## src/rtl/uart7n_tx_arbiter.sv

```systemverilog
// rtl/uart7n_tx_arbiter.sv - round-robin arbiter sharing one uart tx among byte requesters
// Optional watchdog: define UART7N_TX_ARB_TIMEOUT_EN.
module uart7n_tx_arbiter #(
    parameter int p_num_req        = 4,
    parameter int p_id_w           = 2,
    parameter int p_timeout_cycles = 1_000_000
) (
    input  logic                     clk_i,
    input  logic                     rst_i,
    input  logic [p_num_req-1:0]     req_i,
    input  logic [8*p_num_req-1:0]   data_i,
    output logic [p_num_req-1:0]     ack_o,
    output logic                     done_o,
    output logic [p_id_w-1:0]        active_id_o,
    output logic                     busy_o,
    output logic [7:0]               tx_data_o,
    output logic                     tx_enable_o,
    input  logic                     tx_busy_i,
    input  logic                     tx_data_sent_i,
    output logic                     timeout_o
);

    typedef enum logic [1:0] {
        ST_IDLE,
        ST_START,
        ST_WAIT_DONE
    } state_t;

    localparam logic [p_id_w:0] c_num = (p_id_w+1)'(p_num_req);

    state_t                 state_q, state_d;
    logic [p_id_w-1:0]      last_q, last_d;
    logic [p_id_w-1:0]      active_id_q, active_id_d;
    logic [7:0]             tx_data_q, tx_data_d;
    logic [p_num_req-1:0]   ack_q, ack_d;
    logic                   done_q, done_d;
    logic                   timeout_q, timeout_d;

    logic [2*p_num_req-1:0] req_dbl;
    logic [2*p_num_req-1:0] req_rot;
    logic [p_id_w:0]        win_off;
    logic [p_id_w:0]        win_sum;
    logic [p_id_w-1:0]      win;
    logic                   win_vld;
    logic [7:0]             win_data;

`ifdef UART7N_TX_ARB_TIMEOUT_EN
    localparam int p_cnt_w = $clog2(p_timeout_cycles + 1);
    localparam logic [p_cnt_w-1:0] c_cnt_last = p_cnt_w'(p_timeout_cycles - 1);
    logic [p_cnt_w-1:0]     cnt_q, cnt_d;
`endif

    // Round-robin pick: rotate so the slot after last sits at bit 0, take the lowest set bit.
    always_comb begin
        req_dbl = {req_i, req_i};
        req_rot = req_dbl >> (last_q + 1'b1);
        win_off = '0;
        win_vld = 1'b0;
        for (int j = p_num_req - 1; j >= 0; j--) begin
            if (req_rot[j]) begin
                win_off = (p_id_w+1)'(j);
                win_vld = 1'b1;
            end
        end
        win_sum = {1'b0, last_q} + {{p_id_w{1'b0}}, 1'b1} + win_off;
        if (win_sum >= c_num) begin
            win_sum = win_sum - c_num;
        end
        win = win_sum[p_id_w-1:0];
        win_data = '0;
        for (int k = 0; k < p_num_req; k++) begin
            if (win == p_id_w'(k)) begin
                win_data = data_i[8*k +: 8];
            end
        end
    end

    // Next-state: capture in IDLE, hand to uart in START, wait for the frame in WAIT_DONE.
    always_comb begin
        state_d     = state_q;
        last_d      = last_q;
        active_id_d = active_id_q;
        tx_data_d   = tx_data_q;
        ack_d       = '0;
        done_d      = 1'b0;
        timeout_d   = 1'b0;
`ifdef UART7N_TX_ARB_TIMEOUT_EN
        cnt_d       = cnt_q;
`endif
        case (state_q)
            ST_IDLE: begin
                if (win_vld) begin
                    tx_data_d   = win_data;
                    active_id_d = win;
                    ack_d[win]  = 1'b1;
                    state_d     = ST_START;
                end
            end
            ST_START: begin
                if (tx_busy_i) begin
                    state_d = ST_WAIT_DONE;
                end
            end
            ST_WAIT_DONE: begin
                if (tx_data_sent_i && !tx_busy_i) begin
                    done_d  = 1'b1;
                    last_d  = active_id_q;
                    state_d = ST_IDLE;
                end
            end
            default: begin
                state_d = ST_IDLE;
            end
        endcase
`ifdef UART7N_TX_ARB_TIMEOUT_EN
        // A completed frame wins over a watchdog expiry on the same edge.
        if (state_q == ST_IDLE) begin
            cnt_d = '0;
        end else if (state_d != ST_IDLE) begin
            if (cnt_q == c_cnt_last) begin
                timeout_d = 1'b1;
                last_d    = active_id_q;
                state_d   = ST_IDLE;
                cnt_d     = '0;
            end else begin
                cnt_d = cnt_q + 1'b1;
            end
        end
`endif
    end

    // State and datapath registers with synchronous reset.
    always_ff @(posedge clk_i) begin
        if (rst_i) begin
            state_q     <= ST_IDLE;
            last_q      <= p_id_w'(p_num_req - 1);
            active_id_q <= '0;
            tx_data_q   <= '0;
            ack_q       <= '0;
            done_q      <= 1'b0;
            timeout_q   <= 1'b0;
`ifdef UART7N_TX_ARB_TIMEOUT_EN
            cnt_q       <= '0;
`endif
        end else begin
            state_q     <= state_d;
            last_q      <= last_d;
            active_id_q <= active_id_d;
            tx_data_q   <= tx_data_d;
            ack_q       <= ack_d;
            done_q      <= done_d;
            timeout_q   <= timeout_d;
`ifdef UART7N_TX_ARB_TIMEOUT_EN
            cnt_q       <= cnt_d;
`endif
        end
    end

    assign ack_o       = ack_q;
    assign done_o      = done_q;
    assign active_id_o = active_id_q;
    assign tx_data_o   = tx_data_q;
    assign busy_o      = (state_q != ST_IDLE);
    assign tx_enable_o = (state_q == ST_START);
`ifdef UART7N_TX_ARB_TIMEOUT_EN
    assign timeout_o   = timeout_q;
`else
    assign timeout_o   = 1'b0;
`endif

endmodule

```

## config.mk

```make
export PLATFORM = sky130hd
export DESIGN_NAME = uart7n_tx_arbiter
export DESIGN_NICKNAME = d
export VERILOG_FILES = /design/src/rtl/uart7n_tx_arbiter.sv
export SDC_FILE = /design/constraint.sdc
export NUM_CORES = 1
export LEC_CHECK = 0
export ABC_AREA = 0
export CELL_PAD_IN_SITES_DETAIL_PLACEMENT = 0
export CELL_PAD_IN_SITES_GLOBAL_PLACEMENT = 1
export CORE_ASPECT_RATIO = 1.1
export CORE_UTILIZATION = 24
export CTS_BUF_LIST = sky130_fd_sc_hd__clkbuf_16
export DETAILED_ROUTE_END_ITERATION = 12
export PLACE_DENSITY_LB_ADDON = 0.05
export SYNTH_ARGS = -nofsm -noshare
export SYNTH_HDL_FRONTEND = slang
export SYNTH_SLANG_ARGS = --single-unit
```

## constraint.sdc

```tcl
create_clock -name clk_i -period 2.4 [get_ports clk_i]
set_clock_uncertainty 0.05 [all_clocks]
set_input_delay 0.24 -clock clk_i [delete_from_list [all_inputs] [get_ports clk_i]]
set_output_delay 0.24 -clock clk_i [all_outputs]
set_load 0.05 [all_outputs]
```

Word-level counts from Yosys, hierarchy flattened
Index checks and enable logic that the tools add are counted.

word-level totals
  register bits = 19
  input bits = 40
  output and inout port bits = 18
  word-level logic and storage cells = 56

cells by class
  add/sub/neg operators = 4
  order comparisons = 3
  equal/unequal tests = 8
  shift-type cells = 1
  muxes and demuxes = 20
  bitwise gates (word level) = 3
  reduce and logical (&&, ||, !) cells = 11

operators by type and width
  cell                   number
  $mux W8                4
  $mux W2                6
  $shr A8 B2 Y4          1
  $eq A2 B2 Y1 const B   3
  $mux W1                6
  $mux W3                2
  $pmux W2 S3            1
  $eq A2 B1 Y1 const B   2
  $logic_not A2 Y1       2
  $ne A2 B2 Y1 const B   2
  $reduce_and A2 Y1      2
  $add A2 B1 Y3 const B  1
  $add A3 B3 Y3          1
  $ge A3 B3 Y1 const B   1
  $lt A2 B3 Y1 const B   1
  $not A1 Y1             3
  $reduce_and A3 Y1      1
  $reduce_or A3 Y1       1
  $add A2 B1 Y2 const B  1
  $demux W1 S2           1
  $ge A2 B1 Y1 const B   1
  $logic_and A1 B1 Y1    2
  $ne A2 B1 Y1 const B   1
  $reduce_bool A2 Y1     1
  3 further kinds        3

Longest topological paths before layout
Gate-level depths: netlist of run 1.

  word-level depth = 14
  mapped depth = 13
  gate-level depth less buffers = 11

Least setup slack after synthesis of run 1
Ideal clock, no wire load.

  kind = register -> register
  start = register last_q[0]
  end = register active_id_q[0], in the netlist active_id_o[0]
  setup time = 0.126 ns
  arrival = 2.320 ns
  required time = 2.224 ns
  slack = -0.096 ns
  stages on the path, launching flop included = 11
  buffers on the path = 3
  clock period less this slack = 2.496 ns
  cells stage by stage = dfxtp_1 > or2_2 > o21ai_0 > a21oi_1 > ha_1 > clkbuf_1 > clkbuf_1 > clkbuf_1 > nor2_1 > a21oi_1 > nor2_1

between the ends
  longest elaborated chain between the ends = 9
  elaborated cells between the ends (all ways) = 16
  those cells by class = add/sub (4); order compare (1); shift (1); mux (9); reduce/logical (1)

RTL lines
  item                                           line    text
  from (decl)                                    32      logic [p_id_w-1:0] last_q, last_d;
  from (signal assigned)                         136     last_q <= p_id_w'(p_num_req - 1);
  from (signal assigned)                         147     last_q <= last_d;
  $add A2 B1 Y2                                  56      req_rot = req_dbl >> (last_q + 1'b1);
  $shr A8 B2 Y4                                  56
  $mux W2 (2 in a row)                           60      if (req_rot[j]) begin
  $mux W3 (2 in a row)                           60
  $add A3 B3 Y3                                  65      win_sum = {1'b0, last_q} + {{p_id_w{1'b0}}, 1'b1} + win_off;
  $ge A3 B3 Y1 or $sub A2 B1 Y2 (tied branches)  66, 67
  $mux W2                                        66      if (win_sum >= c_num) begin
  to (signal assigned)                           148     active_id_q <= active_id_d;
  to (decl)                                      33      logic [p_id_w-1:0] active_id_q, active_id_d;

Parallel ways exist; a longest one is shown, timed or not.
A chain may end at the register's enable or synchronous reset.

Worst setup path in the final report of run 1
  start = register last_q[0]
  end = register tx_data_q[0], in the netlist tx_data_o[0]

between the ends
  longest elaborated chain between the ends = 14
  elaborated cells between the ends (all ways) = 24
  those cells by class = add/sub (4); order compare (1); eq/ne (3); shift (1); mux (13); reduce/logical (2)

RTL lines
  item                                           line    text
  $add A2 B1 Y2                                  56
  $shr A8 B2 Y4                                  56
  $mux W2 (2 in a row)                           60
  $mux W3 (2 in a row)                           60
  $add A3 B3 Y3                                  65
  $ge A3 B3 Y1 or $sub A2 B1 Y2 (tied branches)  66, 67
  $mux W2                                        66
  $logic_not A2 Y1                               72      if (win == p_id_w'(k)) begin
  $mux W8 (4 in a row)                           72
  to (signal assigned)                           149     tx_data_q <= tx_data_d;
  to (decl)                                      34      logic [7:0] tx_data_q, tx_data_d;

Parallel ways exist; a longest one is shown, timed or not.

==> results.yml, run 1 <==
floorplan:
  fp-row-count: 27
  core_um2: 5130
  dieHeight_um: 79.7
  dieArea_um2: 5790
  initial_core_util: 0.257
  io_pins: 58
  die_x_um: 72.6
cts:
  numCtsBuffers: 3
  clock_latency_ns: 0.25
  cts_sinks: 19
  tritoncts: "built"
  path_clk_slew_ns: 0.06
  h-tree-depth: 1
  clock-root-buffer: "clkbuf_16"
  clockBufferDepth: 2
  hold_buffers: 0
routing:
  first_iter_violations: 59
  drcViolationCount: 0
  final_antenna_net_count: 0
  avgRoutedWirePerCell_um: 12.3
  dr.pass1.iters: 4
  drt-total-wl_mm: 3.84
  vias: 1426
  via_per_inst: 4.57
run:
  maxCapViolations: 0
grt:
  antenna_found_initial: 0
  grt_usage: 0.135
  grt_overflow: 0
  grt_pass1_vias: 1327
  grt_max_degree: 18
  grt_first_pass_wirelength_mm: 6.18
placement:
  port_buffers: 56
  dpl.hpwl_mm: 3.06
  dp_slack_ns: -0.569
  routabilityCongestion: 0.785
timing:
  slew_viol_final: 0
  slew_headroom: 0.650
  finalHoldViolations: 0
  layout_setup_ws_ns: 0.0643
  setup_viol: 0
  hold_slack_ns: 0.423
  worst_pin_slew_ns: 0.524
  clock.fmax_mhz: 428
  period_share: 0.973
  rsz0062_at_grt: "no"
  period_needed_ns: 2.34
critical_path:
  critPathKind: "flip-flop to flip-flop"
  cp_data_arrival_time_ns: 2.42
  startpoint_type: "flip-flop"
  cp_max_fo: 8
  end_kind: "flip-flop"
  crit_required_ns: 2.49
layout:
  nets: 282
  areaGrowthSynthToFinish_pct: 68.6
  antenna_cells: 0
  fill_cells: 519
  finalCoreUtilization: 0.433
  drive_above_1_share: 0.200
power_and_ir_drop:
  power_density_nw_per_um2: 537
  peakVddDrop_v: 0.000302
  p_total_mw: 1.19
  p_leak_nw: 0.895
synth:
  synth-edff-count: 0
  async_reset_ff_frac: 0
  synth-seq-cells: 19
  synth_fp_nets: 206
  synthFlopType: "dfxtp_1"
  avgSynthCellArea_um2: 7.98
  synth_top_cell_area_share: 0.289
  synth-warning-count: 0
  synthDistinctLibCells: 37
  synth_common_cells: "29 x nor2_1, 19 x dfxtp_1, 9 x nor2b_1"
  synth_most_common_cell: "nor2_1"
  syn_area_um2: 1320
  synth_top_area_cell: "dfxtp_1"
  ys_seq_area_frac: 0.289
  synth_cells: 165
  yosys-top-cells-area: "dfxtp_1 29%, nor2_1 8.3%, mux2i_1 4.6%"
outcome:
  outcome: "finished, final reports clean"
min_path:
  min_path_type: "flip-flop to flip-flop"
## cell type report
type                    count  area (um^2)  share of cell area
flip-flops and latches     19          382               0.172
inverters                   4         15.0             0.00676
clock buffers               3         75.1              0.0338
well taps                  72         90.1              0.0406
clock inverters             1         5.00             0.00225
repair buffers             82          763               0.344
multi-input cells         131          891               0.401
## cells by family after synthesis
family	Yosys count	synth area share
flops	19	0.289
other cells	1	0.00285
mux	11	0.0883
compound gates	34	0.198
fa+ha+maj	1	0.00950
simple gates	80	0.315
xor+xnor	4	0.0465
buf+inv	15	0.0503
## repair_timing
action                     CTS  global route
pin swaps                    2             2
setup buffers                1             0
setup endpoints to repair    8             8
hold endpoints to repair     0             0
gates resized for setup      8             1
## through the flow
| stage | std cells | area, um^2 | setup TNS (ns) |
|---|---|---|---|
| finish | 312 | 2220 | 0 |
| global route | 312 | 2220 | 0 |
| CTS | 312 | 2220 | 0 |
| detailed placement | 307 | 2120 | -4.16 |
| global placement | 307 | 2120 | -3.10 |
| floorplan | 165 | 1320 | 0 |
## routing by layer
layer	vias to the layer above	wire [um]	global-route usage
met2	32	1950	0.239
met4	0	13	0.0176
met5	-	0	0
met1	663	1730	0.169
met3	2	141	0.0303
li1	729	-	-
## report_power, final
group / internal, mW / switching, mW / total, mW
registers: 0.347 / 0.0177 / 0.364
logic: 0.221 / 0.263 / 0.484
clock network: 0.223 / 0.121 / 0.344
total: 0.791 / 0.401 / 1.19
## path summary, 6_finish.rpt
kind	from	end	slack, ns	cells after the start
max	last_q[0]	tx_data_o[0]	0.06	9
min	tx_data_o[3]	tx_data_o[3]	0.42	2
min reg2reg	tx_data_o[3]	tx_data_o[3]	0.42	2
max reg2reg	last_q[0]	tx_data_o[0]	0.06	9
## worst max-delay path, stage by stage (launching register included)
cell,delay [ns]
dfxtp_2,0.36
nor4_1,0.34
a21oi_1,0.09
o21ai_0,0.09
a21oi_1,0.09
ha_4,0.34
mux2_2,0.35
or3_1,0.33
nand3_2,0.10
o21ai_1,0.07
## layout by cell type, fill, tap and decap left out, types with 2 or more instances in the layout
cell / Yosys / routed
dfxtp_1: 19 / 18
buf_4: 2 / 25
o32ai_2: 2 / 2
o21ai_1: 5 / 5
nand2b_1: 6 / 6
o31ai_1: 8 / 8
nand2_1: 5 / 5
a21oi_1: 5 / 5
mux2i_1: 6 / 6
nor2b_1: 9 / 9
nand3b_1: 8 / 8
dlygate4sd2_1: 0 / 4
nor3_1: 4 / 4
a211oi_1: 6 / 6
clkbuf_16: 0 / 3
mux2_2: 5 / 5
and3_1: 2 / 2
o21ai_0: 3 / 3
nor2_1: 29 / 28
inv_1: 3 / 3
nand3_1: 6 / 5
clkdlybuf4s50_1: 0 / 52
or3_1: 5 / 5
or2_2: 3 / 3
a211o_1: 2 / 2
## flip-flops by register name, indices dropped and copies added (netlist names)
name / count
ack_o: 4
active_id_o: 2
done_o: 1
last_q: 2
state_q: 2
tx_data_o: 8
Power figures use the tool's default switching activity.
==> run 2, diff against run 1 <==
==> constraint.sdc (replaced) <==
create_clock -name clk_i -period 2.4 [get_ports clk_i]
set_clock_uncertainty 0.05 [all_clocks]
set_input_delay 0.24 -clock clk_i [delete_from_list [all_inputs] [get_ports clk_i]]
set_output_delay 0.24 -clock clk_i [all_outputs]
set_load 0.1 [all_outputs]
==> results.yml, run 2 (synthesized netlist as in run 1, its figures left out) <==
floorplan:
  initial_core_util: 0.257
  dieArea_um2: 5790
  fp-row-count: 27
  core_um2: 5130
  io_pins: 58
  die_x_um: 72.6
  dieHeight_um: 79.7
critical_path:
  startpoint_type: "flip-flop"
  end_kind: "flip-flop"
  crit_buf_inv: 0
  crit_path_top_delay_cell: "mux2_2"
  crit_path_cell_trace: "or2_2 > o21ai_0 > a21oi_1 > ha_4 > mux2_2 > or3_1 > nand3_2 > o21ai_1"
  cp_data_arrival_time_ns: 2.37
  critPathKind: "flip-flop to flip-flop"
  critical_path.top_delay_family: "simple AND/OR/NAND/NOR gates"
  ff2ff_setup_slack_ns: 0.12
  cp_max_fo: 8
  critPathMaxStageDelay_ns: 0.36
  crit_required_ns: 2.49
placement:
  dpl.hpwl_mm: 3.04
  post_dp_cell_area_um2: 2070
  routabilityCongestion: 0.769
  port_buffers: 56
power_and_ir_drop:
  p_clk_frac: 0.261
  p_leak_nw: 0.920
  power_frac_comb: 0.457
  power_density_nw_per_um2: 597
  p_int_uw: 779
  seq_power_share: 0.281
  swShare: 0.400
  p_sw_uw: 519
  peakVddDrop_v: 0.000306
grt:
  grt_overflow: 0
  grt_usage: 0.134
  antenna_found_initial: 0
  grt_first_pass_wirelength_mm: 6.04
  grt_max_degree: 18
  grt_pass1_vias: 1313
layout:
  layout_common_cells: "41 x buf_4, 35 x clkdlybuf4s50_1, 28 x nor2_1, 18 x dfxtp_1, 9 x nor2b_1"
  largest_reg_flops: 8
  nets: 281
  antenna_cells: 0
  design_area_um2: 2180
  areaGrowthSynthToFinish_pct: 65.1
  final_common_cell: "buf_4"
  finalCoreUtilization: 0.424
  drive_above_1_share: 0.272
  fill_cells: 534
routing:
  m1WireLength_mm: 1.63
  highest_layer: "met4"
  vias: 1429
  final_antenna_net_count: 0
  route.met3.wl_um: 191
  via_per_inst: 4.59
  wl_met2_mm: 1.96
  first_iter_violations: 94
  dr.pass1.iters: 4
  drt-total-wl_mm: 3.80
  avgRoutedWirePerCell_um: 12.2
  drcViolationCount: 0
cts:
  clock_latency_ns: 0.25
  h-tree-depth: 1
  numCtsBuffers: 3
  tritoncts: "built"
  clock-root-buffer: "clkbuf_16"
  clockBufferDepth: 2
  path_clk_slew_ns: 0.05
  cts_sinks: 19
timing:
  period_share: 0.952
  setup_viol: 0
  rsz0062_at_grt: "no"
  slew_viol_final: 0
  period_needed_ns: 2.28
  finalHoldViolations: 0
  clock.fmax_mhz: 438
run:
  maxCapViolations: 0
outcome:
  outcome: "finished, final reports clean"
min_path:
  min_path_type: "flip-flop to flip-flop"
## run 2: area by class of cell
cell class                 instances  area, um^2  share of cell area
sequential                        19         382               0.175
clock buffer                       3        75.1              0.0345
inverter                           4        15.0             0.00690
timing repair buffer              81         713               0.328
tap                               72        90.1              0.0414
clock inverter                     1        5.00             0.00230
multi-input combinational        131         896               0.412
## run 2: worst paths after layout
| path | startpoint | to | depth (start not counted) |
|---|---|---|---|
| worst max register to register | last_q[0] | tx_data_o[0] | 8 |
| worst max-delay path | last_q[0] | tx_data_o[0] | 8 |
| worst min-delay path | tx_data_o[3] | tx_data_o[3] | 2 |
| worst min register to register | tx_data_o[3] | tx_data_o[3] | 2 |
## run 2: metrics by stage
step	TNS, ns	cells	setup WS [ns]	hold WS (ns)	power [mW]
final	0	311	0.116	0.430	1.30
after global placement	-3.14	306	-0.465	0.419	0.958
after detailed placement	-3.61	306	-0.494	0.420	0.963
after global routing	0	311	0.0146	0.458	1.37
after floorplan	0	165	0.00802	0.329	0.770
after CTS	0	311	0.0572	0.429	1.32
## run 2: worst reg2reg max path: cells and delay by family, from the launching register on
family | cells | cell delay, ns
adders and majority gates | 1 | 0.34
muxes | 1 | 0.36
DFF | 1 | 0.35
AOI/OAI and AO/OA | 3 | 0.34
and+or+nand+nor | 3 | 0.73
## run 2: routing by layer
metal | track usage | up-vias
met5 | 0 | -
met4 | 0.0176 | 0
met3 | 0.0354 | 2
met2 | 0.235 | 41
met1 | 0.167 | 655
li1 | - | 731
## run 2: timing repair
item,4_1_cts,5_1_grt
resized for setup,9,1
gates cloned,0,0
buffers inserted,1,0
hold buffers,0,0
endpoints found under the hold margin,0,0
pin swaps,1,1
setup endpoints to repair,8,4
## run 2: power groups by stage
stage	Combinational, mW	Clock [mW]	Sequential [mW]
detailed placement	0.592	0	0.371
floorplan	0.210	0	0.561
global placement	0.587	0	0.371
finish	0.594	0.339	0.365
CTS	0.600	0.353	0.365
global route	0.630	0.375	0.369
==> run 3, diff against run 2 <==
--- a/config.mk
+++ b/config.mk
@@ -13,6 +13,7 @@
 export CTS_BUF_LIST = sky130_fd_sc_hd__clkbuf_16
 export DETAILED_ROUTE_END_ITERATION = 12
 export PLACE_DENSITY_LB_ADDON = 0.05
+export SETUP_SLACK_MARGIN = 0.2
 export SYNTH_ARGS = -nofsm -noshare
 export SYNTH_HDL_FRONTEND = slang
 export SYNTH_SLANG_ARGS = --single-unit
==> constraint.sdc (replaced) <==
create_clock -name clk_i -period 2.8 [get_ports clk_i]
set_clock_uncertainty 0.05 [all_clocks]
set_input_delay 0.28 -clock clk_i [delete_from_list [all_inputs] [get_ports clk_i]]
set_output_delay 0.28 -clock clk_i [all_outputs]
set_load 0.1 [all_outputs]
==> results.yml, run 3 (synthesized netlist as in run 1, its figures left out) <==
floorplan:
  initial_core_util: 0.257
  fp-row-count: 27
  dieHeight_um: 79.7
  die_x_um: 72.6
  io_pins: 58
  dieArea_um2: 5790
  core_um2: 5130
routing:
  dr.pass1.iters: 4
  final_antenna_net_count: 0
  drt-total-wl_mm: 3.76
  avgRoutedWirePerCell_um: 12.1
  first_iter_violations: 41
  vias: 1438
  via_per_inst: 4.64
  drcViolationCount: 0
critical_path:
  crit_path_top_delay_cell: "clkdlybuf4s50_1"
  cp_common_cell: "o21ai_1"
  critPathKind: "input pin to flip-flop"
  crit_required_ns: 2.89
  end_kind: "flip-flop"
  critPathMaxStageDelay_ns: 0.50
  startpoint_type: "input pin"
  crit_path_cell_trace: "clkdlybuf4s50_1 > or2_2 > o21ai_1 > a21oi_2 > ha_4 > mux2_2 > or3_1 > nand3_1 > o21ai_1"
  cp_max_fo: 8
  cp_data_arrival_time_ns: 2.55
layout:
  drive_above_1_share: 0.273
  finalCoreUtilization: 0.425
  final_common_cell: "buf_4"
  fill_cells: 540
  instances_no_fill: 310
  areaGrowthSynthToFinish_pct: 65.6
  antenna_cells: 0
  nets: 280
  layout_common_cells: "40 x buf_4, 39 x clkdlybuf4s50_1, 29 x nor2_1, 19 x dfxtp_1, 9 x nor2b_1"
  largest_reg_flops: 8
placement:
  routabilityCongestion: 0.744
  place_inst: 298
  port_buffers: 56
  dp_slack_ns: -0.109
  dpl.hpwl_mm: 2.91
timing:
  setup_viol: 0
  clock.fmax_mhz: 405
  hold_slack_ns: 0.430
  rsz0062_at_grt: "no"
  layout_setup_ws_ns: 0.332
  worst_pin_slew_ns: 0.509
  period_share: 0.882
  finalHoldViolations: 0
  slew_viol_final: 0
  slew_headroom: 0.660
  period_needed_ns: 2.47
cts:
  tritoncts: "built"
  clock-root-buffer: "clkbuf_16"
  numCtsBuffers: 3
  path_clk_slew_ns: 0.05
  hold_buffers: 0
  clock_latency_ns: 0.24
  cts_sinks: 19
  h-tree-depth: 1
  clockBufferDepth: 2
power_and_ir_drop:
  power_frac_comb: 0.459
  p_int_uw: 667
  seq_power_share: 0.282
  p_sw_uw: 444
  p_clk_frac: 0.259
  power_density_nw_per_um2: 509
  swShare: 0.399
  p_total_mw: 1.11
  peakVddDrop_v: 0.000318
  p_leak_nw: 0.912
grt:
  grt_pass1_vias: 1358
  grt_overflow: 0
  antenna_found_initial: 0
  grt_max_degree: 18
  grt_usage: 0.129
  grt_first_pass_wirelength_mm: 5.98
min_path:
  min_path_type: "flip-flop to flip-flop"
run:
  maxCapViolations: 0
outcome:
  outcome: "finished, final reports clean"
run 3: cell count changes in the layout (fill, tap and decap cells not counted), moves of 2 or more:
cell and delta:
dlygate4sd2_1 -4, xnor2_2 +2, o21ai_1 +2, clkdlybuf4s50_1 +4, o21ai_0 -2, a211oi_1 -2, a211oi_2 +2
run 3: per-layer routing:
metal	GRT usage	share of wire	vias to the layer above
met5	0	0	-
li1	-	-	737
met3	0.0341	0.050	0
met1	0.152	0.43	659
met4	0.00588	0	0
met2	0.242	0.52	42
run 3: what timing repair did:
action	in CTS	in global routing
gates resized for setup	1	8
endpoints found under the setup margin	5	8
buffers inserted	0	7
pin swaps	0	3
endpoints found under the hold margin	0	0
cloned	0	1
run 3: layout make-up:
type	instances	area [um^2]	area share
Multi-Input combinational cell	132	926	0.424
Timing Repair Buffer	79	691	0.317
Sequential cell	19	380	0.174
Clock buffer	3	75.1	0.0344
Clock inverter	1	5.00	0.00229
Tap cell	72	90.1	0.0413
Inverter	4	15.0	0.00688
run 3: path summary, 6_finish.rpt:
path / cells after the start / end / slack (ns) / startpoint
setup / recovery: 9 / tx_data_o[2] / 0.33 / req_i[3]
hold / removal: 2 / tx_data_o[2] / 0.43 / tx_data_o[2]
setup reg to reg: 8 / tx_data_o[2] / 0.49 / last_q[0]
hold reg to reg: 2 / tx_data_o[2] / 0.43 / tx_data_o[2]
run 3: worst max-delay path: cells and delay by family:
kind | cells | cell delay [ns]
buffers and inverters | 1 | 0.50
multiplexers | 1 | 0.35
adder cells (fa/ha/maj) | 1 | 0.34
AO/OA/AOI/OAI | 3 | 0.33
AND/OR/NAND/NOR | 3 | 0.75
run 3: per-stage QoR:
step	area [um^2]	setup TNS, ns
finish	2180	0
global route	2180	0
CTS	2080	0
detailed placement	1990	-0.434
global placement	1990	-0.252
floorplan	1320	0
run 3: power by group through the flow:
stage	registers [mW]	logic, mW	clock network (mW)
floorplan	0.481	0.179	0
finish	0.313	0.510	0.288
detailed placement	0.319	0.493	0
global route	0.317	0.544	0.313
global placement	0.319	0.487	0
CTS	0.313	0.494	0.301
